<file path="src/rtl/ifetch_pkg.sv">
// Definitions shared by the fetch stage and the pipeline registers that sit
// downstream of it: bus width, default reset PC / bubble word and FSM encoding.
package ifetch_pkg;

   localparam int BUS_W = 32;

   localparam logic [BUS_W-1:0] RESET_PC_DEFAULT = 32'h0000_0000;
   localparam logic [BUS_W-1:0] NOP_WORD_DEFAULT = 32'h0000_0000;

   typedef enum logic [1:0] {
      FETCH = 2'd0,
      MISS  = 2'd1,
      KILL  = 2'd2
   } fetch_state_t;

   // Word-granular PC increment; wraps modulo 2^30 words (i.e. 2^32 bytes).
   function automatic logic [BUS_W-3:0] next_word(input logic [BUS_W-3:0] word);
      return word + 30'd1;
   endfunction

endpackage

</file>
<file path="src/rtl/ifid_reg.sv">
// Generic pipeline register with hold (freeze) and flush (bubble) controls.
// Hold wins over flush; otherwise the incoming pair is captured as valid.
module ifid_reg
   import ifetch_pkg::*;
#(
   parameter int          W   = BUS_W,
   parameter logic [W-1:0] NOP = '0
) (
   input  logic         clk,
   input  logic         rst,
   input  logic         hold,
   input  logic         flush,
   input  logic [W-1:0] load_instr,
   input  logic [W-1:0] load_pc,
   output logic [W-1:0] instr,
   output logic [W-1:0] pc,
   output logic         valid
);

   always_ff @(posedge clk or posedge rst) begin
      if (rst) begin
         instr <= NOP;
         pc    <= '0;
         valid <= 1'b0;
      end else if (hold) begin
         instr <= instr;
      end else if (flush) begin
         instr <= NOP;
         pc    <= '0;
         valid <= 1'b0;
      end else begin
         instr <= load_instr;
         pc    <= load_pc;
         valid <= 1'b1;
      end
   end

endmodule

</file>
<file path="src/rtl/ifetch_stage.sv">
// MIPS instruction-fetch stage: PC, I-cache request, redirects and miss FSM.
// Optional IFETCH_PERF_CNT_EN adds saturating fetch/miss counters.
module ifetch_stage
   import ifetch_pkg::*;
#(
   parameter logic [BUS_W-1:0] RESET_PC = RESET_PC_DEFAULT,
   parameter logic [BUS_W-1:0] NOP_WORD = NOP_WORD_DEFAULT
) (
   input  logic        clk,
   input  logic        rst,
   input  logic        stall,
   input  logic        branch_taken,
   input  logic [31:0] branch_target,
   input  logic        Jump,
   input  logic [31:0] jump_target,
   input  logic        isJR,
   input  logic [31:0] jr_target,
   output logic        ICACHE_ren,
   output logic [29:0] ICACHE_addr,
   input  logic [31:0] ICACHE_rdata,
   input  logic        ICACHE_stall,
   output logic [31:0] Instruction,
   output logic [31:0] PC_plus4,
   output logic        if_valid
`ifdef IFETCH_PERF_CNT_EN
   ,
   output logic [31:0] fetch_cnt,
   output logic [31:0] miss_cnt
`endif
);

   fetch_state_t state_reg;
   logic [29:0]  pc_reg;
   logic [29:0]  pend_reg;
   logic [29:0]  target;
   logic         redirect;
   logic         ifid_hold;
   logic         ifid_flush;
   logic         unused_target_bits;

   // PC[1:0] is architecturally zero, so redirect targets are kept word-aligned.
   assign unused_target_bits = ^{branch_target[1:0], jump_target[1:0], jr_target[1:0]};

   assign redirect = (branch_taken | isJR | Jump) & ~stall;

   always_comb begin
      target = jump_target[31:2];
      if (branch_taken)
         target = branch_target[31:2];
      else if (isJR)
         target = jr_target[31:2];
   end

   // While a miss is outstanding or a stale word is being drained, IF/ID only
   // ever holds (decode stalled) or takes a bubble.
   always_comb begin
      ifid_hold  = stall;
      ifid_flush = 1'b0;
      if (ICACHE_stall || state_reg == KILL)
         ifid_flush = ~stall;
      else
         ifid_flush = redirect;
   end

   always_ff @(posedge clk or posedge rst) begin
      if (rst) begin
         state_reg <= FETCH;
         pc_reg    <= RESET_PC[31:2];
         pend_reg  <= '0;
      end else begin
         case (state_reg)
            FETCH, MISS: begin
               if (!ICACHE_stall) begin
                  state_reg <= FETCH;
                  if (redirect)
                     pc_reg <= target;
                  else if (!stall)
                     pc_reg <= next_word(pc_reg);
               end else if (redirect) begin
                  pend_reg  <= target;
                  state_reg <= KILL;
               end else begin
                  state_reg <= MISS;
               end
            end
            KILL: begin
               // The address stays on the stale request until the cache lets go.
               if (!ICACHE_stall) begin
                  pc_reg    <= redirect ? target : pend_reg;
                  state_reg <= FETCH;
               end else if (redirect) begin
                  pend_reg <= target;
               end
            end
            default: state_reg <= FETCH;
         endcase
      end
   end

   assign ICACHE_ren  = ~rst;
   assign ICACHE_addr = pc_reg;

   ifid_reg #(
      .W   (BUS_W),
      .NOP (NOP_WORD)
   ) u_ifid (
      .clk        (clk),
      .rst        (rst),
      .hold       (ifid_hold),
      .flush      (ifid_flush),
      .load_instr (ICACHE_rdata),
      .load_pc    ({next_word(pc_reg), 2'b00}),
      .instr      (Instruction),
      .pc         (PC_plus4),
      .valid      (if_valid)
   );

`ifdef IFETCH_PERF_CNT_EN
   logic [31:0] fetch_cnt_reg;
   logic [31:0] miss_cnt_reg;
   logic        accept_word;
   logic        miss_cycle;

   assign accept_word = ~ICACHE_stall & (state_reg != KILL) & ~ifid_hold & ~ifid_flush;
   assign miss_cycle  = (state_reg != FETCH) | ICACHE_stall;

   always_ff @(posedge clk or posedge rst) begin
      if (rst) begin
         fetch_cnt_reg <= '0;
         miss_cnt_reg  <= '0;
      end else begin
         if (accept_word && fetch_cnt_reg != 32'hFFFF_FFFF)
            fetch_cnt_reg <= fetch_cnt_reg + 32'd1;
         if (miss_cycle && miss_cnt_reg != 32'hFFFF_FFFF)
            miss_cnt_reg <= miss_cnt_reg + 32'd1;
      end
   end

   assign fetch_cnt = fetch_cnt_reg;
   assign miss_cnt  = miss_cnt_reg;
`endif

endmodule

</file>
<file path="config.mk">
export PLATFORM = sky130hd
export DESIGN_NAME = ifetch_stage
export DESIGN_NICKNAME = d
export VERILOG_FILES = /design/src/rtl/ifetch_pkg.sv /design/src/rtl/ifid_reg.sv /design/src/rtl/ifetch_stage.sv
export SDC_FILE = /design/constraint.sdc
export NUM_CORES = 1
export LEC_CHECK = 0
export ABC_AREA = 1
export BUFFER_PORTS_ARGS = -buffer_cell sky130_fd_sc_hd__buf_2
export CORE_UTILIZATION = 51
export DETAILED_ROUTE_END_ITERATION = 8
export PLACE_DENSITY = 0.81
export RECOVER_POWER = 100
export SYNTH_ARGS = -nofsm -noshare
export SYNTH_HDL_FRONTEND = slang
export SYNTH_HIERARCHICAL = 1
export SYNTH_SLANG_ARGS = --single-unit
</file>
<file path="constraint.sdc">
create_clock -name clk -period 3.9 [get_ports clk]
set_input_delay 1.17 -clock clk [delete_from_list [all_inputs] [get_ports clk]]
set_output_delay 1.17 -clock clk [all_outputs]
set_load 0.1 [all_outputs]
</file>
# Word level (Yosys, flattened, before mapping)
# Index checks and enable logic that the tools add are counted.
[word_totals] register_bits=127 inputBits=135 output_inout_bits=96 wordCells=40
[op_classes] n_addsub=1 n_eq_ne=5 n_mux=16 n_bitwise=5 reduce_logical=7
[ops] cell="$mux 30" n=7
[ops] cell="$mux 32" n=2
[ops] cell="$pmux 30 s2" n=1
[ops] cell="$add 30x1->30 const B" n=1
[ops] cell="$mux 2" n=3
[ops] cell="$ne 2x2->1 const B" n=2
[ops] cell="$pmux 2 s2" n=1
[ops] cell="$reduce_and 4->1" n=1
[ops] cell="$ne 3x3->1 const B" n=1
[ops] cell="$reduce_or 3->1" n=1
[ops] cell="$eq 2x1->1 const B" n=1
[ops] cell="$eq 2x2->1 const B" n=1
[ops] cell="$logic_not 2->1" n=1
[ops] cell="$mux 1" n=2
[ops] cell="$not 1->1" n=2
[ops] cell="$or 1x1->1" n=2
[ops] cell="$reduce_and 2->1" n=1
[ops] cell="$reduce_bool 2->1" n=1
[ops] cell="$reduce_or 2->1" n=1
[ops] cell="$and 1x1->1" n=1
[ops] cell="$logic_or 1x1->1" n=1

# Logic depth before layout (Yosys ltp)
[logic_depth] word_depth=6 ltp_mapped=10 depth_no_buf=10

# Cells and area by module
# Netlist, hierarchy kept.
[modules_own_cells] module="ifetch_stage" n_inst=1 cells_each=658 area_each_um2=4539.4 seq_area_each_um2=1551.5
[modules_own_cells] module="ifid_reg" n_inst=1 cells_each=274 area_each_um2=2437.3 seq_area_each_um2=1626.6

# Worst setup path before layout
# Ideal clock, no wire load.
[synth_path] kind="in2out" from="in rst" to="out ICACHE_ren" arrival_time_ns=3.016 t_required_ns=2.730 path_slack_ns=-0.286 stages=1 n_path_buf=0 path_cell_list="inv_1"
[synth_between] elab_chain_len=1
[synth_lines] item="from (decl)" line_no="ifetch_stage.sv:10" source="input logic rst,"
[synth_lines] item="$not 1->1" line_no="ifetch_stage.sv:100" source="assign ICACHE_ren = ~rst;"
[synth_lines] item="to (decl)" line_no="ifetch_stage.sv:18" source="output logic ICACHE_ren,"
# Every way passes these cells.

# Worst setup path after layout
[layout_path] from="in isJR" to="reg pend_reg[6]"
[layout_between] elab_chain_len=4 elab_cells_between_ends=6 cone_classes="mux (3); bitwise (3)"
[layout_lines] item="from (decl)" line_no="ifetch_stage.sv:16" source="input logic isJR,"
[layout_lines] item="$or 1x1->1 (2 in a row)" line_no="ifetch_stage.sv:44" source="assign redirect = (branch_taken | isJR | Jump) & ~stall;"
[layout_lines] item="$and 1x1->1" line_no="ifetch_stage.sv:44"
[layout_lines] item="$mux 30 (*)" line_no="ifetch_stage.sv:79, ifetch_stage.sv:91"
[layout_lines] item="to (signal assigned)" line_no="ifetch_stage.sv:80" source="pend_reg <= target;"
[layout_lines] item="to (signal assigned)" line_no="ifetch_stage.sv:92" source="pend_reg <= target;"
[layout_lines] item="to (decl)" line_no="ifetch_stage.sv:34" source="logic [29:0] pend_reg;"
# Mark *: on every way between the ends. The rest lies on a longest branch, timed or not.
# A chain may end at the register's enable or synchronous reset.

==> impl_results.md <==
* Clk root buf: clkbuf_16
* Worst-Skew Late Latency at just over 0.4 ns
* Num rows at 42
* CP Data Arrival Time at between 3 and 4 ns
* Worst vdd ir at roughly 330 µV
* Hold Buf Count CTS at 0
* R2R depth at 7
* Sequence of cells on the critical path: clkbuf_1, clkinv_1, nand3_1, nand2_2, nor2_1, mux2_2
* Synth Register Bits at 127
* Wirelength per Cell at approximately 14 µm
* Worst path max stage delay at approximately 1.3 ns
* Top cell type's share of synthesized area at between 40 and 50%
* Area leader, netlist: dfrtp_1
* # Max-Cap Violations at 2
* Routed WL at 19100 µm
* Final setup violation count at 0
* Cell Area, Synth at around 7000 µm²
* Vias in the first global route at around 6400
* Worst path required time at approximately 4.2 ns
* All-Layer GR Usage at 28.0%
* Crit Path Category: in -> reg
* Core area at roughly 13000 µm²
* R2R Setup Slk at between 0.8 and 0.9 ns
* DRT Pass-1 Iters at 6
* Global-route wire length before repair at between 30000 and 40000 µm
* Worst Max-Slew Pin Slew at between 1.5 and 2 ns
* Avg Synthesized Cell Area at approximately 7.5 µm²
* Synth Area in Adders at less than 1%
* # Post-CTS Setup Buffers at 0
* DP HPWL at 14000 µm
* Die ar. at about 14000 µm²
* Final Hold Fails at 0
* Yosys warning count at 6
* # IOs at ~230
* Setup TNS at 0 ns
* RR Startpoint: state_reg[1]$_DFFE_PP0N_
* Post-synthesis compound-gate area fraction at under 10%
* N_diodes at 0
* Hold slack at around 0.47 ns
* Period utilization at between 80 and 90%
* Slew margin rel. at -6.27%
* Layout area overhead at 24.1%
* Final #Nets at roughly 1300
* Clk_skew at 0.00456 ns
* Filler Cell Count at 1213
* Share of cells above drive strength 1 at between 10% and 20%
* Pleak at between 4 and 5 nW
* Netlist cell types at 36
* CTS Buf Count at 17
* Post-synthesis sequential area ratio at roughly 46%
* CP endpoint kind: register
* Gr ovfl total at 0
* CTS HTree Levels at 4
* Largest family of logic cells by synthesized area: simple AND/OR/NAND/NOR gates
* Min-delay worst type: reg -> reg
* PD cells at around 640 nW/µm²
* Buffers on Ports at roughly 220
* Vias at 6822
* Post-CTS resize count at 0
* WHS Endpoint: u_ifid/pc[12]$_DFFE_PP0N_
* RR Endpoint: ICACHE_addr[10]$_DFFE_PP0P_
* CP Launch Type: input pin
* Violated checks: max-capacitance violations, max-slew violations
* Die Ht at around 120 µm
* CTS clk-pin slew, worst paths at about 0.050 ns
* Die Wd at roughly 120 µm
* DRT iter0 DRCs at between 400 and 500
* XOR/XNOR share of the synthesized area at 2.74%
* RSZ-0062 raised after global routing: false
* Worst Min Path Start: u_ifid/pc[12]$_DFFE_PP0N_
* Hold path cells at 2
* Initial antenna violation count at 0
* Mux cell area share after synthesis at between 2 and 2.5%
* Largest net degree at the start of global routing at slightly below 70
* Crit path time final at around 3.3 ns
* FMAX at a little over 300 MHz
* Initial Util at 52.5%
* Number of nets with antenna violations after routing at 0
* GP Congestion at 0.946
* Status: finished with violations
* DRC violations left at 0
* Vias per std cell at 5.14
* Pins Over Slew Limit at 83
* Slowest cell on the critical path: nor2_1
* Worst-case clock buffer depth at 2
* CTS tree: done
* Post-synthesis simple-gate area fraction at roughly 33%
* Top cells by area, synth: dfrtp_1 46%, nand2_1 19%, nor2_1 5.5%, o21ai_0 5.3%, nand3_1 4.2%
* Critical path fanouts, max at 28
* Sinks on Clock Net at 127
* Post-Syn Instances at 932
cell usage after synthesis, drive strengths merged:
master / n
nand2: 368
dfrtp: 127
nor2: 119
o21ai: 79
nand3: 59
inv: 39
buf: 34
a21oi: 22
clkbuf: 14
xor2: 13
mux2: 12
a31oi: 9
o31ai: 8
a22oi: 4
nand3b: 4
o211ai: 4
and2: 3
mux2i: 3
nor3: 3
nand4: 2
xnor2: 2
a41oi: 1
clkinv: 1
conb: 1
ha: 1
worst max-delay path by stage:
stage / start / end / slack [ns] / cells after the start
6_report: isJR / pend_reg[6]$_DFFE_PP0P_ / 0.59 / 6
5_1_grt: isJR / pend_reg[6]$_DFFE_PP0P_ / 0.44 / 6
4_1_cts: rst / ICACHE_ren / 0.89 / 3
3_5_place_dp: branch_taken / ICACHE_addr[22]$_DFFE_PP0P_ / 0.65 / 8
3_3_place_gp: branch_taken / ICACHE_addr[22]$_DFFE_PP0P_ / 0.65 / 8
2_1_floorplan: rst / ICACHE_ren / 0.45 / 1
per-stage QoR:
step | instances | worst slack, ns | util (%) | power, mW | area (µm²)
final | 1326 | 0.590 | 65.1 | 5.53 | 8660
after global routing | 1326 | 0.441 | 65.1 | 5.78 | 8660
after CTS | 1326 | 0.890 | 66.2 | 5.59 | 8810
after detailed placement | 1296 | 0.646 | 61.6 | 3.91 | 8190
after global placement | 1296 | 0.655 | 61.6 | 3.88 | 8190
after floorplan | 933 | 0.449 | - | 3.47 | 6980
layout by cell type, fill, tap and decap left out, types with 3 or more instances in the layout:
| master | count |
|---|---|
| nor2_2 | 5 |
| a31oi_1 | 9 |
| buf_2 | 126 |
| o21ai_1 | 5 |
| a21oi_1 | 21 |
| mux2_2 | 12 |
| clkbuf_2 | 3 |
| nand3b_1 | 4 |
| nor3_1 | 3 |
| clkbuf_8 | 4 |
| a22oi_1 | 4 |
| nor2_4 | 9 |
| buf_4 | 5 |
| clkbuf_16 | 17 |
| o211ai_1 | 4 |
| inv_1 | 37 |
| nand2_1 | 360 |
| clkbuf_1 | 102 |
| o21ai_0 | 74 |
| nand2_2 | 7 |
| bufinv_16 | 4 |
| dfrtp_1 | 127 |
| and2_1 | 3 |
| xor2_1 | 5 |
| o31ai_1 | 8 |
| mux2i_1 | 3 |
| xor2_2 | 8 |
| nor2_1 | 104 |
| nand3_1 | 59 |
cell type report:
cell class                      instances  area (µm²)  share of cell area [%]
Multi-Input combinational cell        718        3390                    39.2
Sequential cell                       127        3180                    36.7
Timing Repair Buffer                  235        1090                    12.6
Clock buffer                           24         492                    5.68
Tap cell                              176         220                    2.54
Inverter                               40         151                    1.75
Clock inverter                          6         130                    1.50
report_power, final:
part	internal [mW]	switching (mW)	total (mW)
registers	1.54	0.212	1.75
clock network	1.13	0.536	1.66
logic	0.362	1.75	2.11
layer usage:
metal  global-route usage, %  vias to the layer above  routed length [µm]
li1                        -                     3400                   -
met4                    11.4                        0                 489
met2                    45.2                      307                8730
met3                    6.23                       36                1370
met1                    36.7                     3079                8460
met5                       0                        -                   0
critical path: cells and delay by family:
kind	cells	cell delay, ns
buffers and inverters	2	0.25
AND/OR/NAND/NOR	3	1.73
multiplexers	1	0.44
kinds of logic (layout without fill, tap and decap cells):
group	count (synthesis)	in the layout
AOI/OAI and AO/OA	127	127
xor gates and xnor gates	15	15
adders and majority gates	1	1
buffers and inverters	88	305
DFF	127	127
muxes	15	15
other	1	2
and+or+nand+nor	558	558
(Power assumes the default switching activity.)
